--- config.mk ---
export PLATFORM = sky130hd
export DESIGN_NAME = de_converter
export DESIGN_NICKNAME = d
export VERILOG_FILES = /design/src/rtl/de_converter_pkg.sv /design/src/rtl/dbns_term_eval.sv /design/src/rtl/de_converter.sv
export SDC_FILE = /design/constraint.sdc
export NUM_CORES = 1
export LEC_CHECK = 0
export BUFFER_PORTS_ARGS = -buffer_cell sky130_fd_sc_hd__buf_2
export CAP_MARGIN = 20
export CORE_ASPECT_RATIO = 0.8
export CORE_UTILIZATION = 35
export CTS_BUF_LIST = sky130_fd_sc_hd__clkbuf_2 sky130_fd_sc_hd__clkbuf_4 sky130_fd_sc_hd__clkbuf_8
export DETAILED_ROUTE_END_ITERATION = 6
export GPL_TIMING_DRIVEN = 0
export PLACE_DENSITY = 0.5
export SLEW_MARGIN = 20
export SYNTH_ARGS = -nofsm -noshare
export SYNTH_HDL_FRONTEND = slang
export SYNTH_HIERARCHICAL = 1
export SYNTH_SLANG_ARGS = --single-unit
--- constraint.sdc ---
create_clock -name clk -period 2.85 [get_ports clk]
set_clock_uncertainty 0.05 [all_clocks]
set_input_delay 0.1425 -clock clk [delete_from_list [all_inputs] [get_ports clk]]
set_output_delay 0.1425 -clock clk [all_outputs]
set_load 0.02 [all_outputs]
--- src/rtl/de_converter_pkg.sv ---
// de_converter_pkg: shared widths, loop length and FSM states for the DBNS converter
package de_converter_pkg;
  localparam int TERM_W = 8;
  localparam int A_W = 4;
  localparam int B_W = 3;
  localparam int DATA_W = 16;
  localparam int MUL_CYCLES = 7;
  typedef enum logic [1:0] {LOAD, MUL, ACC} state_t;
endpackage

--- src/rtl/dbns_term_eval.sv ---
// dbns_term_eval: builds 3^b by repeated x3 steps, then emits the valid-gated 2^a shift
module dbns_term_eval
  import de_converter_pkg::*;
(
  input  logic              clk,
  input  logic              rst,
  input  logic              load,
  input  logic              step,
  input  logic [B_W-1:0]    cnt,
  input  logic [TERM_W-1:0] term,
  output logic [DATA_W-1:0] val
);
  logic [DATA_W-1:0] acc;
  logic [A_W-1:0] a;
  logic [B_W-1:0] b;
  assign a = term[B_W+A_W-1:B_W];
  assign b = term[B_W-1:0];
  always_ff @(posedge clk or negedge rst)
    if (!rst) acc <= '0;
    else if (load) acc <= DATA_W'(1);
    else if (step && cnt < b) acc <= acc + (acc << 1);
  assign val = term[TERM_W-1] ? acc << a : '0;
endmodule

--- src/rtl/de_converter.sv ---
// de_converter: free-running 9-cycle DBNS-to-binary converter (LOAD, 7x MUL, ACC)
module de_converter
  import de_converter_pkg::*;
(
  input  logic              clk,
  input  logic              rst,
  input  logic [DATA_W-1:0] REGA,
  output logic [DATA_W-1:0] REGC
);
  state_t state;
  logic [B_W-1:0] cnt;
  logic [DATA_W-1:0] opnd;
  logic [DATA_W-1:0] v1, v0;
  logic load, step;
  assign load = state == LOAD;
  assign step = state == MUL;
  dbns_term_eval u_t1 (.clk(clk), .rst(rst), .load(load), .step(step), .cnt(cnt),
                       .term(opnd[DATA_W-1:TERM_W]), .val(v1));
  dbns_term_eval u_t0 (.clk(clk), .rst(rst), .load(load), .step(step), .cnt(cnt),
                       .term(opnd[TERM_W-1:0]), .val(v0));
  always_ff @(posedge clk or negedge rst)
    if (!rst) begin
      state <= LOAD;
      cnt <= '0;
      opnd <= '0;
      REGC <= '0;
    end else begin
      case (state)
        LOAD: begin
          opnd <= REGA;
          cnt <= '0;
          state <= MUL;
        end
        MUL: begin
          cnt <= cnt + 1'b1;
          state <= cnt == B_W'(MUL_CYCLES - 1) ? ACC : MUL;
        end
        ACC: begin
          REGC <= v1 + v0;
          state <= LOAD;
        end
        default: state <= LOAD;
      endcase
    end
endmodule

==> impl_metrics.env, run 1 <==
export IMPL_status="finished, violations left"
export IMPL_failed_checks="setup timing"
export IMPL_ys_seq_area_frac=0.286
export IMPL_clkSinkCount=69
export IMPL_globalRoute_totalOverflow=0
export IMPL_yosys_area_top_type_share=0.286
export IMPL_num_rows=42
export IMPL_gp_congestion=0.885
export IMPL_drt_total_wl_um=17200
export IMPL_finalSetupTns_ns=-0.213
export IMPL_worstPathCellList="buf_6 -> buf_12 -> mux2i_4 -> a21oi_2 -> a21oi_2 -> o22a_1 -> nor2_1 -> ha_4 -> a21oi_4 -> o21ai_2 -> a21o_1 -> o21a_1 -> o31ai_2"
export IMPL_cts_root_buffer="clkbuf_8"
export IMPL_wire_per_inst_um=16.5
export IMPL_synth_area_top_cells="dfrtp_1 (29%), ha_1 (10%), mux2i_1 (6.3%), nor2_1 (5.7%), a21oi_1 (5.1%)"
export IMPL_p_total_uw=3300
export IMPL_vdd_drop_max_mv=0.246
export IMPL_multi_input_area_mm2=0.00484
export IMPL_whs_ns=0.181
export IMPL_vias_per_cell=5.40
export IMPL_pre_cts_slack_ns=-0.569
export IMPL_path_clk_slew_ns=0.09
export IMPL_nFillCells=1611
export IMPL_layout_cells_most_common_list="nor2_1 (74), dfrtp_1 (63), nand2_1 (59), buf_4 (47), ha_1 (38)"
export IMPL_cp_top_family="compound AO/OA/AOI/OAI gates"
export IMPL_rsz0062_at_grt="true"
export IMPL_holdCritPathClass="input port to asynchronous set/reset pin"
export IMPL_cts_max_level=3
export IMPL_finalCritPeriodShare=1.02
export IMPL_ys_types=74
export IMPL_dieArea_mm2=0.0178
export IMPL_initial_core_util=0.362
export IMPL_final_common_cell="nor2_1"
export IMPL_numCtsBuffers=9
export IMPL_start_kind="flop"
export IMPL_die_w_um=149
export IMPL_fin_nets=883
export IMPL_met2_usage=0.308
export IMPL_use_met3=0.0373
export IMPL_async_flop_share=1.00
export IMPL_die_h_um=120
export IMPL_syn_avg_cell_area_um2=8.64
export IMPL_ios=34
export IMPL_fmax_ghz=0.342
export IMPL_required_ns=3.07
export IMPL_first_pass_iters=4
export IMPL_cp_end_kind="flop"
export IMPL_setup_viol=4
export IMPL_via_count=5609
export IMPL_worstSkewPairLatency_ns=0.37
export IMPL_drcViolationCount=0
export IMPL_final_setup_worst_slack_ns=-0.0710
export IMPL_synthesis_area_mm2=0.00604
export IMPL_ff_latch_area_mm2=0.00173
export IMPL_cts_tree="done"
export IMPL_synth_edf_count=0
export IMPL_cpPeakStageDelay_ns=0.41
export IMPL_clock_path_buffers=2
export IMPL_drv_slew=0
export IMPL_use_met1=0.279
export IMPL_grt_first_pass_wirelength_um=27500
export IMPL_leakage_uw=0.00366
export IMPL_drive_gt1_frac=0.366
export IMPL_yosysWarningCount=6
export IMPL_max_slew_margin=0.497
export IMPL_tightest_slew_ns=0.753
export IMPL_worstPathMaxFanout=6
export IMPL_port_buffers=33
export IMPL_period_minus_slack_ns=2.92
export IMPL_yosysTopAreaCell="dfrtp_1"
export IMPL_top_usage_layer="met2"
export IMPL_crit_top_cell="a21oi_2"
export IMPL_grt_use_total=0.197
export IMPL_critPathBufInv=2
export IMPL_cp_arrival_ns=3.14
export IMPL_antenna_cells=0
export IMPL_synth_cells=700
export IMPL_path_class="flop to flop"
export IMPL_hold_viol_final=0
export IMPL_syn_num_nets=770
export IMPL_area_delta_synth_final_pct=35.4
export IMPL_grt_start_max_net_pins=45
export IMPL_synth_seq_cells=69
export IMPL_core_mm2=0.0167
export IMPL_ys_flop_type="dfrtp_1"
export IMPL_critPathSlowestCell="dfrtp_1"
export IMPL_max_cap_violations=0
export IMPL_drt_iter0_drc=294
export IMPL_powerDensity_mw_per_mm2=403
export IMPL_antenna_left=0
export IMPL_place_hpwl_um=12100
export IMPL_antenna_found_initial=0
export IMPL_grt_pass1_vias=5375
==> sequential cells by signal, summed over array words and instances, names as in the netlist <==
name and flops:
u_t1/acc 16, REGC 16, state 2, opnd 16, u_t0/acc 16, cnt 3
==> logic make-up (layout without fill, tap and decap cells) <==
| group | Yosys count | in the layout | synth area share |
|---|---|---|---|
| xor gates and xnor gates | 29 | 29 | 0.0420 |
| DFF | 69 | 69 | 0.286 |
| buffers and inverters | 52 | 170 | 0.0362 |
| and+or+nand+nor | 229 | 229 | 0.180 |
| AOI/OAI and AO/OA | 201 | 201 | 0.221 |
| muxes | 68 | 68 | 0.123 |
| adders and majority gates | 52 | 52 | 0.111 |
==> synth_stat cells, types with 3 or more instances <==
master / n
a211oi_1: 30
a21boi_0: 4
a21o_1: 12
a21oi_1: 61
a31oi_1: 7
and2_1: 4
and3_1: 6
buf_1: 4
buf_2: 7
clkbuf_1: 15
clkinv_1: 3
dfrtp_1: 69
fa_1: 3
ha_1: 49
inv_1: 19
mux2_2: 26
mux2i_1: 38
nand2_1: 60
nand2b_1: 7
nand3_1: 7
nand3b_1: 3
nand4_1: 3
nor2_1: 91
nor2b_1: 11
nor3_1: 7
nor3_2: 4
nor3b_1: 7
nor4_1: 3
o211a_1: 3
o21a_1: 5
o21ai_0: 35
o21ai_1: 5
o22a_1: 8
o31ai_1: 4
or2_2: 3
xnor2_1: 14
xor2_1: 15
==> final cells by class <==
cell class                 count  share of cell area
inverter                      23              0.0110
buffer                        27              0.0234
sequential                    69               0.212
multi-input combinational    579               0.591
timing repair buffer         104               0.100
tap                          220              0.0336
clock buffer                  10              0.0168
clock inverter                 6              0.0115
==> through the flow <==
stage	area (um^2)	cells	utilization
2_1_floorplan	6050	700	-
3_3_place_gp	6490	953	0.388
3_5_place_dp	6520	954	0.390
4_1_cts	7640	1015	0.457
5_1_grt	8180	1038	0.490
6_report	8180	1038	0.490
==> where the power goes <==
group	total [uW]	internal (uW)	switching [uW]
registers	1160	1070	88.7
clock network	956	524	432
logic	1180	542	639
==> path summary, 6_finish.rpt <==
| kind | endpoint | cells past startpoint | slack (ns) | startpoint |
|---|---|---|---|---|
| max | REGC[13]$_DFFE_PN0N_ | 13 | -0.07 | opnd[4]$_DFFE_PN0P_ |
| min reg2reg | REGC[2]$_DFFE_PN0N_ | 2 | 0.43 | REGC[2]$_DFFE_PN0N_ |
| min | REGC[10]$_DFFE_PN0N_ | 2 | 0.18 | rst |
| max in group asynchronous | opnd[3]$_DFFE_PN0P_ | 3 | 1.99 | rst |
| min in group clk | REGC[2]$_DFFE_PN0N_ | 2 | 0.43 | REGC[2]$_DFFE_PN0N_ |
| max reg2reg | REGC[13]$_DFFE_PN0N_ | 13 | -0.07 | opnd[4]$_DFFE_PN0P_ |
==> layer usage <==
| layer | wire length [um] | up-vias |
|---|---|---|
| li1 | - | 2781 |
| met1 | 8800 | 2732 |
| met2 | 7720 | 85 |
| met3 | 512 | 11 |
| met4 | 114 | 0 |
| met5 | 0 | - |
==> repair_timing <==
item	CTS	global route
hold buffers	17	0
setup buffers	26	26
pin swaps	46	51
cloned	3	0
endpoints found under the hold margin	44	0
endpoints found under the setup margin	13	12
resized for setup	121	98
Note: power is estimated with default switching activity, not from simulation.
==> run 2, diff against run 1 <==
Settings changed: ABC_AREA set to 1, SYNTH_HIERARCHICAL 1 to unset.
==> run 2 against run 1 <==
  * The run now ends clean
  * Final cell count grew 16%
  * Worst hold slack got worse by 0.041 ns
  * Total power shrank 13%
  * Wire length is 1.2% lower
  * Core utilization down 5.9 points
==> impl_metrics.env, run 2 <==
export IMPL_crit_top_cell="nand2_1"
export IMPL_finalCritPeriodShare=0.936
export IMPL_cts_max_level=3
export IMPL_num_rows=42
export IMPL_die_h_um=119
export IMPL_worstSkewPairLatency_ns=0.39
export IMPL_rr_startpoint="opnd[11]$_DFFE_PN0P_"
export IMPL_required_ns=3.07
export IMPL_pwr_share_clk=0.311
export IMPL_synth_area_top_cells="dfrtp_1 (28%), nand2_1 (18%), ha_1 (10%), nand3_1 (7.3%), o21ai_0 (5.4%)"
export IMPL_die_w_um=148
export IMPL_ys_types=44
export IMPL_tightest_slew_ns=0.462
export IMPL_powerDensity_mw_per_mm2=398
export IMPL_reg2reg_depth=18
export IMPL_cts_tree="done"
export IMPL_power_switching_uw=1040
export IMPL_gp_congestion=0.887
export IMPL_start_kind="flop"
export IMPL_vias_per_cell=4.98
export IMPL_cp_arrival_ns=2.89
export IMPL_hold_viol_final=0
export IMPL_port_buffers=33
export IMPL_cp_end_kind="flop"
export IMPL_final_common_cell="nand2_1"
export IMPL_via_count=6011
export IMPL_leakage_uw=0.00357
export IMPL_area_delta_synth_final_pct=19.8
export IMPL_synth_edf_count=0
export IMPL_place_hpwl_um=13200
export IMPL_final_area_mm2=0.00717
export IMPL_layout_cells_most_common_list="nand2_1 (282), nand3_1 (87), inv_1 (72), dfrtp_1 (66), nor2_1 (60)"
export IMPL_syn_num_nets=973
export IMPL_switching_share=0.364
export IMPL_path_class="flop to flop"
export IMPL_syn_avg_cell_area_um2=6.63
export IMPL_antenna_cells=0
export IMPL_r2r_end="REGC[10]$_DFFE_PN0N_"
export IMPL_ff_latch_area_mm2=0.00170
export IMPL_setup_viol=0
export IMPL_fin_nets=1052
export IMPL_cpPeakStageDelay_ns=0.42
export IMPL_grt_start_max_net_pins=49
export IMPL_fmax_ghz=0.375
export IMPL_dieArea_mm2=0.0176
export IMPL_grt_pass1_vias=5696
export IMPL_wire_per_inst_um=14.0
export IMPL_initial_core_util=0.360
export IMPL_synthesis_area_mm2=0.00599
export IMPL_placed_area_mm2=0.00646
export IMPL_nFillCells=1785
export IMPL_multi_input_area_mm2=0.00397
export IMPL_r2r_slack_ns=0.18
export IMPL_clkSinkCount=68
export IMPL_antenna_found_initial=0
export IMPL_worstPathCellList="buf_6 -> buf_6 -> nor3_4 -> nand2_1 -> nor2_1 -> ha_2 -> inv_1 -> fa_1 -> inv_2 -> nand3_1 -> nand2_2 -> a21boi_2 -> nor2_1 -> nand3_1 -> nand2_1 -> nand2_1 -> nand3_1 -> nand2_1"
export IMPL_max_slew_margin=0.692
export IMPL_holdCritPathClass="input port to asynchronous set/reset pin"
export IMPL_ios=34
export IMPL_share_seq_of_total_power=0.388
export IMPL_drcViolationCount=0
export IMPL_status="finished, final reports clean"
export IMPL_synth_cells=903
export IMPL_clock_path_buffers=2
export IMPL_first_pass_iters=5
export IMPL_yosys_area_top_type_share=0.284
export IMPL_synth_seq_cells=68
export IMPL_yosysMostFrequentCell="nand2_1"
export IMPL_antenna_left=0
export IMPL_ys_seq_area_frac=0.284
export IMPL_period_minus_slack_ns=2.67
export IMPL_fin_util=0.431
export IMPL_power_internal_uw=1810
export IMPL_ys_flop_type="dfrtp_1"
export IMPL_yosysWarningCount=0
export IMPL_drt_iter0_drc=345
export IMPL_globalRoute_totalOverflow=0
export IMPL_async_flop_share=1.00
export IMPL_grt_first_pass_wirelength_um=28900
export IMPL_vdd_drop_max_mv=0.237
export IMPL_critPathSlowestCell="dfrtp_1"
export IMPL_drv_slew=0
export IMPL_synth_common_cells="nand2_1 (287), nand3_1 (87), inv_1 (75), dfrtp_1 (68)"
export IMPL_grt_use_total=0.207
export IMPL_drt_total_wl_um=16900
export IMPL_numCtsBuffers=9
export IMPL_cts_root_buffer="clkbuf_8"
export IMPL_worstPathMaxFanout=10
export IMPL_p_comb_frac=0.301
export IMPL_yosysTopAreaCell="dfrtp_1"
export IMPL_max_cap_violations=0
export IMPL_top_regs="REGC x16, opnd x16, u_t0.acc x16"
export IMPL_core_mm2=0.0167
export IMPL_path_clk_slew_ns=0.09
export IMPL_drive_gt1_frac=0.161
[run 2: cell types whose count changed after synthesis, sizes merged, moves of 10 or more]
cell | before | now
nand2 | 62 | 289
inv | 20 | 88
o21ai | 41 | 91
nor2b | 11 | 0
mux2i | 38 | 2
nor2 | 92 | 69
a211oi | 31 | 0
mux2 | 28 | 0
nand3 | 7 | 87
xor2 | 15 | 5
[run 2: logic make-up (layout without fill, tap and decap cells)]
| group | Yosys count | in the layout | synth area share |
|---|---|---|---|
| flip-flops | 68 | 68 | 0.284 |
| AO/OA/AOI/OAI | 190 | 190 | 0.181 |
| AND/OR/NAND/NOR | 467 | 467 | 0.324 |
| multiplexers | 2 | 2 | 0.00334 |
| buffers and inverters | 113 | 197 | 0.0796 |
| adder cells (fa/ha/maj) | 52 | 52 | 0.112 |
| XOR/XNOR | 11 | 11 | 0.0161 |
[run 2: critical path, delay by kind of cell (launching register included)]
kind,cells,cell delay (ns)
adders and majority gates,2,0.57
AOI/OAI and AO/OA,1,0.09
buffers and inverters,4,0.44
and+or+nand+nor,11,1.01
DFF,1,0.42
[run 2: metrics by stage]
| stage | TNS (ns) | hold WS [ns] | instances | power (uW) | setup slack [ns] |
|---|---|---|---|---|---|
| detailed placement | -0.384 | 0.00798 | 1157 | 1900 | -0.122 |
| finish | 0 | 0.139 | 1207 | 2850 | 0.183 |
| global route | -0.00451 | 0.172 | 1207 | 3040 | -0.00344 |
| floorplan | 0 | -0.203 | 903 | 1670 | 0.307 |
| global placement | -0.484 | 0.298 | 1156 | 1890 | -0.159 |
| CTS | 0 | 0.125 | 1192 | 2840 | 0.00396 |
[run 2: routing by layer]
layer	GRT usage	up-vias	routed length (um)	part of all wire
li1	-	3192	-	-
met1	0.310	2697	9300	0.55
met2	0.297	107	6770	0.40
met3	0.0372	15	611	0.036
met4	0.0612	0	259	0.015
met5	0	-	0	0
[run 2: what timing repair did]
| item | 4_1_cts | 5_1_grt |
|---|---|---|
| endpoints found under the hold margin | 84 | 0 |
| hold buffers | 17 | 0 |
| setup buffers | 2 | 15 |
| gates resized for setup | 14 | 68 |
| pin swaps | 3 | 23 |
| setup endpoints to repair | 5 | 10 |
[run 2: worst max-delay path by stage]
stage,from,endpoint,cells past startpoint
6_report,opnd[11]$_DFFE_PN0P_,REGC[10]$_DFFE_PN0N_,18
5_1_grt,opnd[13]$_DFFE_PN0P_,REGC[10]$_DFFE_PN0N_,17
4_1_cts,opnd[12]$_DFFE_PN0P_,REGC[14]$_DFFE_PN0N_,15
3_5_place_dp,opnd[14]$_DFFE_PN0P_,REGC[10]$_DFFE_PN0N_,17
3_3_place_gp,opnd[13]$_DFFE_PN0P_,REGC[10]$_DFFE_PN0N_,17
2_1_floorplan,opnd[11]$_DFFE_PN0P_,REGC[10]$_DFFE_PN0N_,18
[run 2: cell type report]
class / instances / share of cell area
multi-input cells: 722 / 0.554
flip-flops and latches: 68 / 0.238
repair buffers: 68 / 0.0687
inverters: 89 / 0.0478
well taps: 220 / 0.0384
plain buffers: 24 / 0.0246
clock buffers: 10 / 0.0192
clock inverters: 6 / 0.00994
[run 2: power by group through the flow]
stage          clock (uW)  combinational [uW]  sequential [uW]
2_1_floorplan           0                 505             1170
3_3_place_gp            0                 769             1120
3_5_place_dp            0                 775             1130
4_1_cts               928                 804             1110
5_1_grt               954                 968             1120
6_report              888                 859             1110
